===== src/rtl/key_debounce_pulse.sv =====
// Per-key synchroniser, debouncer and press/release pulse generator.
// Ports: clk, rst (sync, active-high), key[w_key] raw in;
//   key_level debounced level, key_press/key_release 1-cycle pulses,
//   any_press = OR of key_press. Optional auto-repeat: KEY_DEBOUNCE_REPEAT_EN.
module key_debounce_pulse #(
  parameter int w_key      = 4,
  parameter int ACTIVE_LOW = 0,
  parameter int DB_CYCLES  = 500000,
  parameter int REP_DELAY  = 25000000,
  parameter int REP_PERIOD = 5000000
) (
  input  logic             clk,
  input  logic             rst,
  input  logic [w_key-1:0] key,
  output logic [w_key-1:0] key_level,
  output logic [w_key-1:0] key_press,
  output logic [w_key-1:0] key_release,
  output logic             any_press
);

  localparam int CW = $clog2(DB_CYCLES + 1);
  localparam logic [CW-1:0] DB_LAST = CW'(DB_CYCLES - 1);
  localparam logic [w_key-1:0] REL =
    (ACTIVE_LOW != 0) ? '1 : '0;

  logic [w_key-1:0] sync1;
  logic [w_key-1:0] sync2;
  logic [w_key-1:0] s;

  // Sync flops idle at the released raw value so reset
  // never looks like a key event.
  always_ff @(posedge clk) begin
    if (rst) begin
      sync1 <= REL;
      sync2 <= REL;
    end else begin
      sync1 <= key;
      sync2 <= sync1;
    end
  end

  assign s = sync2 ^ REL;

  for (genvar i = 0; i < w_key; i++) begin : g_key
    logic [CW-1:0] cnt;
    logic          lvl;
    logic          prs;
    logic          rls;
    logic          acc;
    logic          acc_prs;
    logic          acc_rls;
    logic          rep_hit;

    assign acc     = (s[i] != lvl) && (cnt == DB_LAST);
    assign acc_prs = acc && s[i];
    assign acc_rls = acc && !s[i];

`ifdef KEY_DEBOUNCE_REPEAT_EN
    localparam int RMAX =
      (REP_DELAY > REP_PERIOD) ? REP_DELAY : REP_PERIOD;
    localparam int RW = $clog2(RMAX + 1);
    localparam logic [RW-1:0] D_LAST = RW'(REP_DELAY - 1);
    localparam logic [RW-1:0] P_LAST = RW'(REP_PERIOD - 1);

    logic [RW-1:0] rcnt;
    logic          rfirst;

    // Held-key repeat; a release being accepted wins.
    assign rep_hit = lvl && !acc_rls &&
      (rcnt == (rfirst ? D_LAST : P_LAST));

    always_ff @(posedge clk) begin
      if (rst || !lvl || acc_prs) begin
        rcnt   <= '0;
        rfirst <= 1'b1;
      end else if (rep_hit) begin
        rcnt   <= '0;
        rfirst <= 1'b0;
      end else if (!acc_rls) begin
        rcnt   <= rcnt + 1'b1;
      end
    end
`else
    assign rep_hit = 1'b0;
`endif

    always_ff @(posedge clk) begin
      if (rst) begin
        cnt <= '0;
        lvl <= 1'b0;
        prs <= 1'b0;
        rls <= 1'b0;
      end else begin
        prs <= acc_prs | rep_hit;
        rls <= acc_rls;
        if (s[i] == lvl) begin
          cnt <= '0;
        end else if (acc) begin
          cnt <= '0;
          lvl <= s[i];
        end else begin
          cnt <= cnt + 1'b1;
        end
      end
    end

    assign key_level[i]   = lvl;
    assign key_press[i]   = prs;
    assign key_release[i] = rls;
  end

  assign any_press = |key_press;

endmodule


===== config.mk =====
export PLATFORM = sky130hd
export DESIGN_NAME = key_debounce_pulse
export DESIGN_NICKNAME = d
export VERILOG_FILES = /design/src/rtl/key_debounce_pulse.sv
export SDC_FILE = /design/constraint.sdc
export NUM_CORES = 1
export LEC_CHECK = 0
export ABC_CLOCK_PERIOD_IN_PS = 2970
export CORE_MARGIN = 3
export CORE_UTILIZATION = 55
export CTS_BUF_LIST = sky130_fd_sc_hd__clkbuf_8
export CTS_CLUSTER_SIZE = 8
export DETAILED_ROUTE_END_ITERATION = 12
export GPL_TIMING_DRIVEN = 0
export PLACE_DENSITY = 0.81
export SLEW_MARGIN = 20
export SYNTH_ARGS = -nofsm -noshare
export SYNTH_HDL_FRONTEND = slang
export SYNTH_SLANG_ARGS = --single-unit

===== constraint.sdc =====
create_clock -name clk -period 2.97 [get_ports clk]
set_clock_uncertainty 0.1 [all_clocks]
set_input_delay 0.4455 -clock clk [delete_from_list [all_inputs] [get_ports clk]]
set_output_delay 0.4455 -clock clk [all_outputs]
set_load 0.005 [all_outputs]

; Word-level counts from Yosys, hierarchy flattened
; Cells that the tools add are included.
; W data, S select, Z words.
[totals]
reg_bits = 96
[op_classes]
bitwise = 4
n_eq_ne = 12
add_sub_neg = 4
n_reduce_logical = 25
[op_table]
columns = operator, n
row1 = $add A19 B1 Y19 const B, 4
row2 = $eq A19 B19 Y1 const B, 4
row3 = $logic_and A1 B1 Y1, 12
row4 = $reduce_or A3 Y1, 4
row5 = $reduce_and A2 Y1, 4
row6 = $eq A1 B1 Y1, 4
row7 = $logic_not A1 Y1, 4
row8 = $ne A1 B1 Y1, 4
row9 = $not A1 Y1, 4
row10 = $reduce_or A4 Y1, 1

; Logic depth before layout (Yosys ltp)
; Gate-level depths: netlist of run 1.
[logic_depth]
depth_word = 3
depth_mapped = 7
depth_no_buf = 5

; Least setup slack after synthesis of run 1
; OpenSTA, ideal clock, no wires.
[synth_timing]
path_kind = register to register
start = register g_key[2].cnt[12]
end = register g_key[2].cnt[12]
slack_ps = 955
setup_ps = 115
path_stages_with_launch = 6
arrival_time_ps = 1800
period_less_slack_ps = 2015
required_ps = 2755
path_buffers = 1
cell_sequence = dfxtp_1 -> or4_1 -> or4b_4 -> o21ai_4 -> buf_6 -> nor2_1
[synth_via]
elab_chain_len = 3
word_cells_on_any_way = 4
cone_classes = add/sub: 1 / eq/ne: 1 / reduce/logical: 2
[synth_lines]
columns = element, line
row1 = "start, declared", 45  ; logic [CW-1:0] cnt;
row2 = "start signal, assigned", 102  ; cnt <= cnt + 1'b1;
row3 = branches (longest 3 deep; another with $add A19 B1 Y19), n/a
; Parallel ways; which one is timed is not known.
; A chain may end at the register's enable or synchronous reset.

; Worst setup path in the final report of run 1
[layout_timing]
start = register g_key[0].cnt[0]
end = register g_key[0].cnt[4]
[layout_via]
elab_chain_len = 3
word_cells_on_any_way = 4
cone_classes = add/sub: 1 / eq/ne: 1 / reduce/logical: 2
[layout_lines]
columns = element, line
row1 = "start, declared", 45
row2 = "start signal, assigned", 102
row3 = branches (longest 3 deep; another with $add A19 B1 Y19), n/a
; Parallel ways; which one is timed is not known.

==> impl_metrics.py, run 1 <==
metrics = {
    "status": {
        "status": "finished, final reports clean",
    },
    "finish": {
        "final_common_cell": "dfxtp_1",
        "n_antenna_cell": 0,
        "drive_above_1_share": 0.0887,
        "finalNonFillerCells": 595,
        "stdcell_area_um2": 4710,
        "final_cell_mix": "dfxtp_1 (96), nor2_1 (55), nand3_1 (26), xor2_1 (26), xnor2_1 (24)",
        "syn_to_final_growth_pct": 12.3,
        "final_nets": 501,
    },
    "routing": {
        "vias": 3261,
        "postRouteAntennaNets": 0,
        "drc": 0,
        "dr.pass1.iters": 4,
        "routedWlPerCell_um": 12.5,
        "wl_um": 7460,
        "drt_iter0_markers": 75,
        "vias_per_cell": 5.48,
    },
    "sta": {
        "max_freq_ghz": 0.403,
        "hold_viol": 0,
        "slew_viol_final": 0,
        "slew_headroom": 0.505,
        "worstMarginPinSlew_ps": 739,
        "period_minus_slack_ps": 2480,
        "tns_ps": 0,
        "finalCritPeriodShare": 0.835,
        "rsz0062_at_grt": "no",
        "setup_viol": 0,
    },
    "yosys": {
        "ys_top_cells_by_area": "dfxtp_1 (46%), xor2_1 (5.4%), xnor2_1 (5.0%)",
        "yosysTopAreaCellShare": 0.459,
        "synth-async-reset-ratio": 0,
        "synth_fp_nets": 473,
        "ys_seq_area_frac": 0.459,
        "synth-seq-cells": 96,
        "synth_cell_types": 41,
        "ys.flop_type": "dfxtp_1",
        "yosysWarningCount": 0,
        "synth_top_area_cell": "dfxtp_1",
        "synth_edf_count": 0,
        "syn_avg_cell_area_um2": 9.05,
        "syn_area_um2": 4190,
        "syn_inst": 463,
    },
    "pwr": {
        "p_seq_frac": 0.574,
        "leakage_uw": 0.00151,
        "p_switching_uw": 458,
        "pwr-share-comb": 0.015,
        "clockPowerShare": 0.411,
        "switching_share": 0.203,
        "p_int_uw": 1800,
        "power.density_nw_per_um2": 480,
        "vdd_ir_drop_max_uv": 263,
    },
    "die": {
        "dieWidth_um": 93.3,
        "fp.dieH_um": 93.3,
        "rows": 31,
        "ios": 19,
        "start_util": 0.572,
        "core_um2": 7330,
        "die_area_um2": 8700,
    },
    "worst_setup_path": {
        "end_kind": "flop",
        "path_buf_inv": 2,
        "crit_family": "compound AO/OA/AOI/OAI gates",
        "required_ps": 3120,
        "cp.arrival_ps": 2640,
        "crit_path_top_delay_cell": "o211ai_1",
        "crit_fanout": 10,
        "startpoint_type": "flop",
        "path_cells": "ha_1 > and3_1 > clkbuf_1 > nand4b_1 > o211ai_1 > buf_2 > nor2_1",
        "critPathKind": "flop to flop",
        "slowest_delay_ps": 650,
    },
    "global_route": {
        "grt_pass1_vias": 3048,
        "overflow": 0,
        "grt_pass1_wl_um": 13100,
        "grt_usage": 0.184,
        "antenna_found_initial": 0,
        "grt_max_degree": 16,
    },
    "placement": {
        "dp_hpwl_um": 5330,
        "portBuffers": 17,
        "place_congestion": 0.830,
        "place_inst": 579,
        "dpl-instance-area_um2": 4490,
    },
    "cts": {
        "cts_sinks": 96,
        "path_clk_slew_ps": 90,
        "clockBufferDepth": 2,
        "cts_root_buf": "clkbuf_8",
        "cts-htree-levels": 3,
        "hold_buffers": 0,
        "cts_tree": "built",
        "cts_setup_buffers": 0,
        "numCtsBuffers": 9,
        "clk_latency_ps": 360,
        "cts_resized": 0,
    },
    "worst_hold_path": {
        "hold_class": "input port to flop",
    },
    "flow_run": {
        "maxCapViolCount": 0,
    },
}
==> power groups by stage <==
| stage | Clock [uW] | Sequential [uW] | Combinational, uW |
|---|---|---|---|
| after floorplan | 0 | 1330 | 22.8 |
| final | 929 | 1300 | 34.6 |
| after global routing | 996 | 1300 | 38.9 |
| after detailed placement | 0 | 1330 | 35.0 |
| after CTS | 947 | 1300 | 35.2 |
| after global placement | 0 | 1330 | 34.6 |
==> logic make-up (layout without fill, tap and decap cells) <==
logic type,count (synthesis),after routing,synth area share
AOI/OAI and AO/OA,54,54,0.0794
xor gates and xnor gates,50,50,0.104
adders and majority gates,4,4,0.0119
buffers and inverters,39,72,0.0528
DFF,96,96,0.459
and+or+nand+nor,220,220,0.293
==> worst reg2reg max path, delay by kind of cell (launching register included) <==
family	cells	cell delay [ps]
buffers and inverters	2	610
and+or+nand+nor	3	440
AOI/OAI and AO/OA	1	650
DFF	1	380
adders and majority gates	1	200
==> cell usage after synthesis, types with 2 or more instances <==
cell type / instances
a21oi_1: 23
a22o_1: 2
and2_1: 6
and3_1: 10
and4_1: 6
buf_2: 3
buf_4: 15
buf_6: 2
clkbuf_1: 4
dfxtp_1: 96
ha_1: 4
inv_1: 15
nand2_1: 20
nand2b_1: 4
nand3_1: 26
nand4_1: 20
nand4b_1: 3
nor2_1: 55
nor2b_1: 9
nor3_1: 9
nor4_1: 11
nor4b_1: 4
o21ai_0: 15
o31ai_1: 7
or2_2: 3
or3_1: 15
or4_1: 13
or4_4: 2
xnor2_1: 24
xor2_1: 26
==> registers in the layout (all words and copies together) (netlist names) <==
name	flops
g_key.cnt	76
g_key.lvl	4
g_key.prs	4
g_key.rls	4
s	4
sync1	4
==> per-stage QoR <==
| step | worst slack [ps] | util | power [uW] | hold WS (ps) |
|---|---|---|---|---|
| finish | 489 | 0.642 | 2260 | 194 |
| floorplan | 955 | - | 1350 | 314 |
| global placement | 565 | 0.612 | 1360 | 318 |
| detailed placement | 500 | 0.612 | 1360 | 324 |
| global route | 266 | 0.642 | 2330 | 190 |
| CTS | 489 | 0.642 | 2280 | 184 |
==> cell type report <==
| class | instances | area [um^2] |
|---|---|---|
| inverter | 15 | 56.3 |
| timing repair buffer | 17 | 170 |
| multi-input combinational | 328 | 2050 |
| clock inverter | 6 | 85.1 |
| buffer | 24 | 165 |
| tap | 99 | 124 |
| sequential | 96 | 1920 |
| fill | 594 | 2620 |
| clock buffer | 10 | 138 |
==> final timing paths <==
kind	start	end	slack, ps	cells past startpoint
worst max-delay path	g_key[0].cnt[0]$_SDFF_PP0_	g_key[0].cnt[4]$_SDFF_PP0_	490	7
worst min-delay path	rst	sync1[0]$_SDFF_PP0_	190	2
worst max register to register	g_key[0].cnt[0]$_SDFF_PP0_	g_key[0].cnt[4]$_SDFF_PP0_	490	7
worst min register to register	sync1[3]$_SDFF_PP0_	s[3]$_SDFF_PP0_	340	1
==> layer usage <==
layer,GRT usage,vias to the layer above,part of all wire
met4,0.0952,0,0.021
li1,-,1690,-
met1,0.230,1521,0.49
met5,0,-,0
met3,0.0314,12,0.021
met2,0.305,38,0.47
Power figures use the tool's default switching activity.
==> run 2: changes to the inputs <==
ABC_CLOCK_PERIOD_IN_PS = 2050   (was 2970)
PLACE_DENSITY = 0.83   (was 0.81)
clock period = 2.05 ns   (was 2.97 ns; I/O delays follow)
==> impl_metrics.py, run 2 (same netlist as run 1, synthesis figures left out) <==
metrics = {
    "status": {
        "status": "finished, final reports clean",
    },
    "cts": {
        "path_clk_slew_ps": 90,
        "cts_tree": "built",
        "numCtsBuffers": 9,
        "cts_root_buf": "clkbuf_8",
        "cts_sinks": 96,
        "cts-htree-levels": 3,
        "clockBufferDepth": 2,
        "clk_latency_ps": 350,
    },
    "routing": {
        "routedWlPerCell_um": 13.6,
        "dr.pass1.iters": 4,
        "postRouteAntennaNets": 0,
        "wl_um": 8260,
        "drt_iter0_markers": 79,
        "drc": 0,
        "vias": 3385,
        "vias_per_cell": 5.59,
    },
    "die": {
        "rows": 31,
        "fp.dieH_um": 93.3,
        "core_um2": 7330,
        "ios": 19,
        "start_util": 0.572,
        "die_area_um2": 8700,
        "dieWidth_um": 93.3,
    },
    "global_route": {
        "grt_util_met2": 0.354,
        "busiest_layer": "met2",
        "grt_usage": 0.199,
        "use_met3": 0.0475,
        "grt_pass1_vias": 3241,
        "antenna_found_initial": 0,
        "grt_pass1_wl_um": 14100,
        "grt_max_degree": 16,
        "overflow": 0,
        "grt.met1_usage": 0.234,
    },
    "finish": {
        "drive_above_1_share": 0.170,
        "n_antenna_cell": 0,
        "final_nets": 512,
        "syn_to_final_growth_pct": 16.8,
        "largest_reg_flops": 76,
        "fill_cells": 581,
        "final_cell_mix": "dfxtp_1 (85), nor2_1 (50), xor2_1 (26)",
        "multiInputGateArea_um2": 2140,
        "regArea_um2": 1940,
        "stdcell_area_um2": 4900,
        "top_register": "g_key.cnt",
        "final_common_cell": "dfxtp_1",
    },
    "sta": {
        "tns_ps": 0,
        "fin_hold_ws_ps": 59.1,
        "worstMarginPinSlew_ps": 435,
        "slew_headroom": 0.707,
        "setup_viol": 0,
        "timing.final.ws_setup_ps": 16.3,
        "period_minus_slack_ps": 2030,
        "rsz0062_at_grt": "yes",
        "hold_viol": 0,
        "finalCritPeriodShare": 0.992,
        "max_freq_ghz": 0.492,
        "slew_viol_final": 0,
    },
    "worst_setup_path": {
        "path_buf_inv": 1,
        "slowest_delay_ps": 550,
        "path_cells": "or4_4 > or4b_4 > o21ai_4 > buf_6 > nor2_2",
        "crit_path_top_delay_cell": "or4b_4",
        "end_kind": "flop",
        "required_ps": 2200,
        "crit_family": "simple AND/OR/NAND/NOR gates",
        "critPathKind": "flop to flop",
        "startpoint_type": "flop",
        "crit_fanout": 5,
        "cp.arrival_ps": 2180,
    },
    "worst_hold_path": {
        "hold_class": "input port to flop",
    },
    "placement": {
        "dp_hpwl_um": 5520,
        "pre_cts_ws_ps": -370,
        "place_congestion": 0.800,
        "portBuffers": 17,
        "dpl-instance-area_um2": 4490,
    },
    "pwr": {
        "power.density_nw_per_um2": 638,
        "leakage_uw": 0.00155,
        "vdd_ir_drop_max_uv": 341,
    },
    "flow_run": {
        "maxCapViolCount": 0,
    },
}
[run 2: where the power goes]
part	switching (uW)	internal (uW)	total [uW]
clock	633	553	1190
sequential	6.60	1870	1880
combinational	30.6	29.1	59.7
[run 2: final timing paths]
path / from / end / slack (ps) / cells after the start
max: g_key[2].cnt[12]$_SDFF_PP0_ / g_key[2].cnt[9]$_SDFF_PP0_ / 20 / 5
min: rst / s[3]$_SDFF_PP0_ / 60 / 2
max reg2reg: g_key[2].cnt[12]$_SDFF_PP0_ / g_key[2].cnt[9]$_SDFF_PP0_ / 20 / 5
min reg2reg: sync1[2]$_SDFF_PP0_ / s[2]$_SDFF_PP0_ / 340 / 1
[run 2: worst reg2reg max path: cells and delay by family, from the launching register on]
family / cells / cell delay, ps
flops: 1 / 340
buf+inv: 1 / 160
simple gates: 3 / 1120
compound gates: 1 / 210
[run 2: through the flow]
step / cells / util / power [uW]
4_1_cts: 604 / 0.653 / 3150
5_1_grt: 606 / 0.668 / 3240
3_3_place_gp: 579 / 0.612 / 1970
2_1_floorplan: 463 / - / 1950
6_report: 606 / 0.668 / 3120
3_5_place_dp: 579 / 0.612 / 1970
[run 2: area by class of cell]
cell class | instances | area share
multi-input combinational | 328 | 0.437
sequential | 96 | 0.395
timing repair buffer | 29 | 0.0552
buffer | 23 | 0.0370
clock buffer | 9 | 0.0253
tap | 99 | 0.0253
clock inverter | 7 | 0.0133
inverter | 15 | 0.0115
[run 2: layer usage]
metal  wire [um]  part of all wire  vias up
met2        4190              0.51       56
met1        3690              0.45     1618
met3         288             0.035        8
li1            -                 -     1703
met5           0                 0        -
met4          90             0.011        0
[run 2: repair_timing]
item,4_1_cts,5_1_grt
buffers inserted,8,3
gates resized for setup,17,28
pin swaps,8,15
endpoints found under the setup margin,54,58
hold buffers,0,0
gates cloned,1,0
==> run 3: changes to the inputs <==
RECOVER_POWER = 25   (was not set)
==> impl_metrics.py, run 3 (same netlist as run 1, synthesis figures left out) <==
metrics = {
    "sta": {
        "tns_ps": 0,
        "slew_headroom": 0.705,
        "period_minus_slack_ps": 2030,
        "setup_viol": 0,
        "max_freq_ghz": 0.492,
        "rsz0062_at_grt": "yes",
        "finalCritPeriodShare": 0.992,
        "hold_viol": 0,
        "fin_hold_ws_ps": 57.6,
        "slew_viol_final": 0,
        "worstMarginPinSlew_ps": 438,
    },
    "finish": {
        "largest_reg_flops": 76,
        "top_register": "g_key.cnt",
        "final_nets": 512,
        "drive_above_1_share": 0.168,
        "syn_to_final_growth_pct": 16.8,
        "final_common_cell": "dfxtp_1",
        "finalNonFillerCells": 607,
        "final_cell_mix": "dfxtp_1 (85), nor2_1 (50), xor2_1 (26)",
    },
    "worst_setup_path": {
        "cp.arrival_ps": 2180,
        "required_ps": 2200,
        "crit_path_top_delay_cell": "or4b_4",
        "critPathKind": "flop to flop",
        "crit_fanout": 5,
        "r2r_slack_ps": 20,
        "r2r_cells": 5,
        "startpoint": "g_key[2].cnt[12]$_SDFF_PP0_",
        "end_kind": "flop",
        "path_cells": "or4_4 > or4b_4 > o21ai_4 > buf_6 > nor2_2",
        "startpoint_type": "flop",
        "slowest_delay_ps": 550,
        "reg2reg_to": "g_key[2].cnt[9]$_SDFF_PP0_",
        "cp-endpoint": "g_key[2].cnt[9]$_SDFF_PP0_",
        "reg2reg_from": "g_key[2].cnt[12]$_SDFF_PP0_",
    },
    "cts": {
        "cts-htree-levels": 3,
        "cts_root_buf": "clkbuf_8",
        "clockBufferDepth": 2,
        "numCtsBuffers": 9,
        "cts_tree": "built",
        "path_clk_slew_ps": 90,
        "cts_sinks": 96,
        "clk_latency_ps": 350,
    },
    "global_route": {
        "overflow": 0,
        "grt_usage": 0.199,
        "grt_pass1_vias": 3241,
        "antenna_found_initial": 1,
        "grt_pass1_wl_um": 14100,
        "grt_max_degree": 16,
    },
    "routing": {
        "postRouteAntennaNets": 0,
        "drt_iter0_markers": 79,
        "drc": 0,
        "routedWlPerCell_um": 13.6,
        "wl_um": 8280,
        "dr.pass1.iters": 4,
        "vias": 3393,
        "vias_per_cell": 5.59,
    },
    "die": {
        "start_util": 0.572,
        "dieWidth_um": 93.3,
        "fp.dieH_um": 93.3,
        "rows": 31,
        "die_area_um2": 8700,
        "ios": 19,
        "core_um2": 7330,
    },
    "pwr": {
        "leakage_uw": 0.00158,
        "vdd_ir_drop_max_uv": 342,
        "p_total_uw": 3120,
        "power.density_nw_per_um2": 638,
    },
    "flow_run": {
        "maxCapViolCount": 0,
    },
    "worst_hold_path": {
        "hold_class": "input port to flop",
    },
    "placement": {
        "dp_hpwl_um": 5520,
        "portBuffers": 17,
        "place_inst": 579,
        "place_congestion": 0.800,
    },
    "status": {
        "status": "finished, final reports clean",
    },
}
## run 3: changes by cell type in the layout (fill, tap and decap cells not counted), sizes merged
cell / previous run / this run
clkdlybuf4s50: 16 / 7
diode: 0 / 1
dlygate4sd3: 0 / 9
## run 3: per-layer routing
layer	global-route usage	vias up	wire length [um]
li1	-	1704	-
met1	0.234	1624	3720
met2	0.354	56	4190
met3	0.0475	9	281
met4	0.0659	0	90
met5	0	-	0
## run 3: worst min path at each step
| stage | start | end | cells past startpoint |
|---|---|---|---|
| floorplan | sync1[0]$_SDFF_PP0_ | s[0]$_SDFF_PP0_ | 1 |
| global placement | sync1[3]$_SDFF_PP0_ | s[3]$_SDFF_PP0_ | 1 |
| detailed placement | sync1[2]$_SDFF_PP0_ | s[2]$_SDFF_PP0_ | 1 |
| CTS | rst | s[3]$_SDFF_PP0_ | 2 |
| global route | rst | sync1[0]$_SDFF_PP0_ | 2 |
| finish | rst | s[3]$_SDFF_PP0_ | 2 |
## run 3: through the flow
stage / setup slack, ps / util / area (um^2)
detailed placement: -370 / 0.612 / 4490
global placement: -337 / 0.612 / 4490
global route: -55.7 / 0.668 / 4900
floorplan: 35.0 / - / 4190
finish: 16.9 / 0.668 / 4900
CTS: 1.53 / 0.653 / 4790
## run 3: timing repair
| action | 4_1_cts | 5_1_grt |
|---|---|---|
| buffers inserted | 8 | 3 |
| hold buffers | 0 | 0 |
| resized for setup | 17 | 28 |
| pin swaps | 8 | 15 |
| endpoints found under the setup margin | 54 | 58 |
| cloned | 1 | 0 |
## run 3: layout make-up
| cell class | instances | area (um^2) |
|---|---|---|
| Clock buffer | 9 | 124 |
| Multi-Input combinational cell | 328 | 2140 |
| Timing Repair Buffer | 29 | 270 |
| Fill cell | 580 | 2430 |
| Antenna cell | 1 | 2.50 |
| Sequential cell | 96 | 1940 |
| Buffer | 23 | 181 |
| Clock inverter | 7 | 65.1 |
| Inverter | 15 | 56.3 |
| Tap cell | 99 | 124 |
## run 3: critical path: cells and delay by family (launching register included)
kind	cells	cell delay, ps
DFF	1	340
AOI/OAI and AO/OA	1	210
buffers and inverters	1	160
and+or+nand+nor	3	1120
## run 3: report_power, final
part | internal, uW | total, uW | switching (uW)
clock | 553 | 1190 | 635
sequential | 1870 | 1880 | 6.58
combinational | 27.5 | 58.1 | 30.6
total | 2450 | 3120 | 672
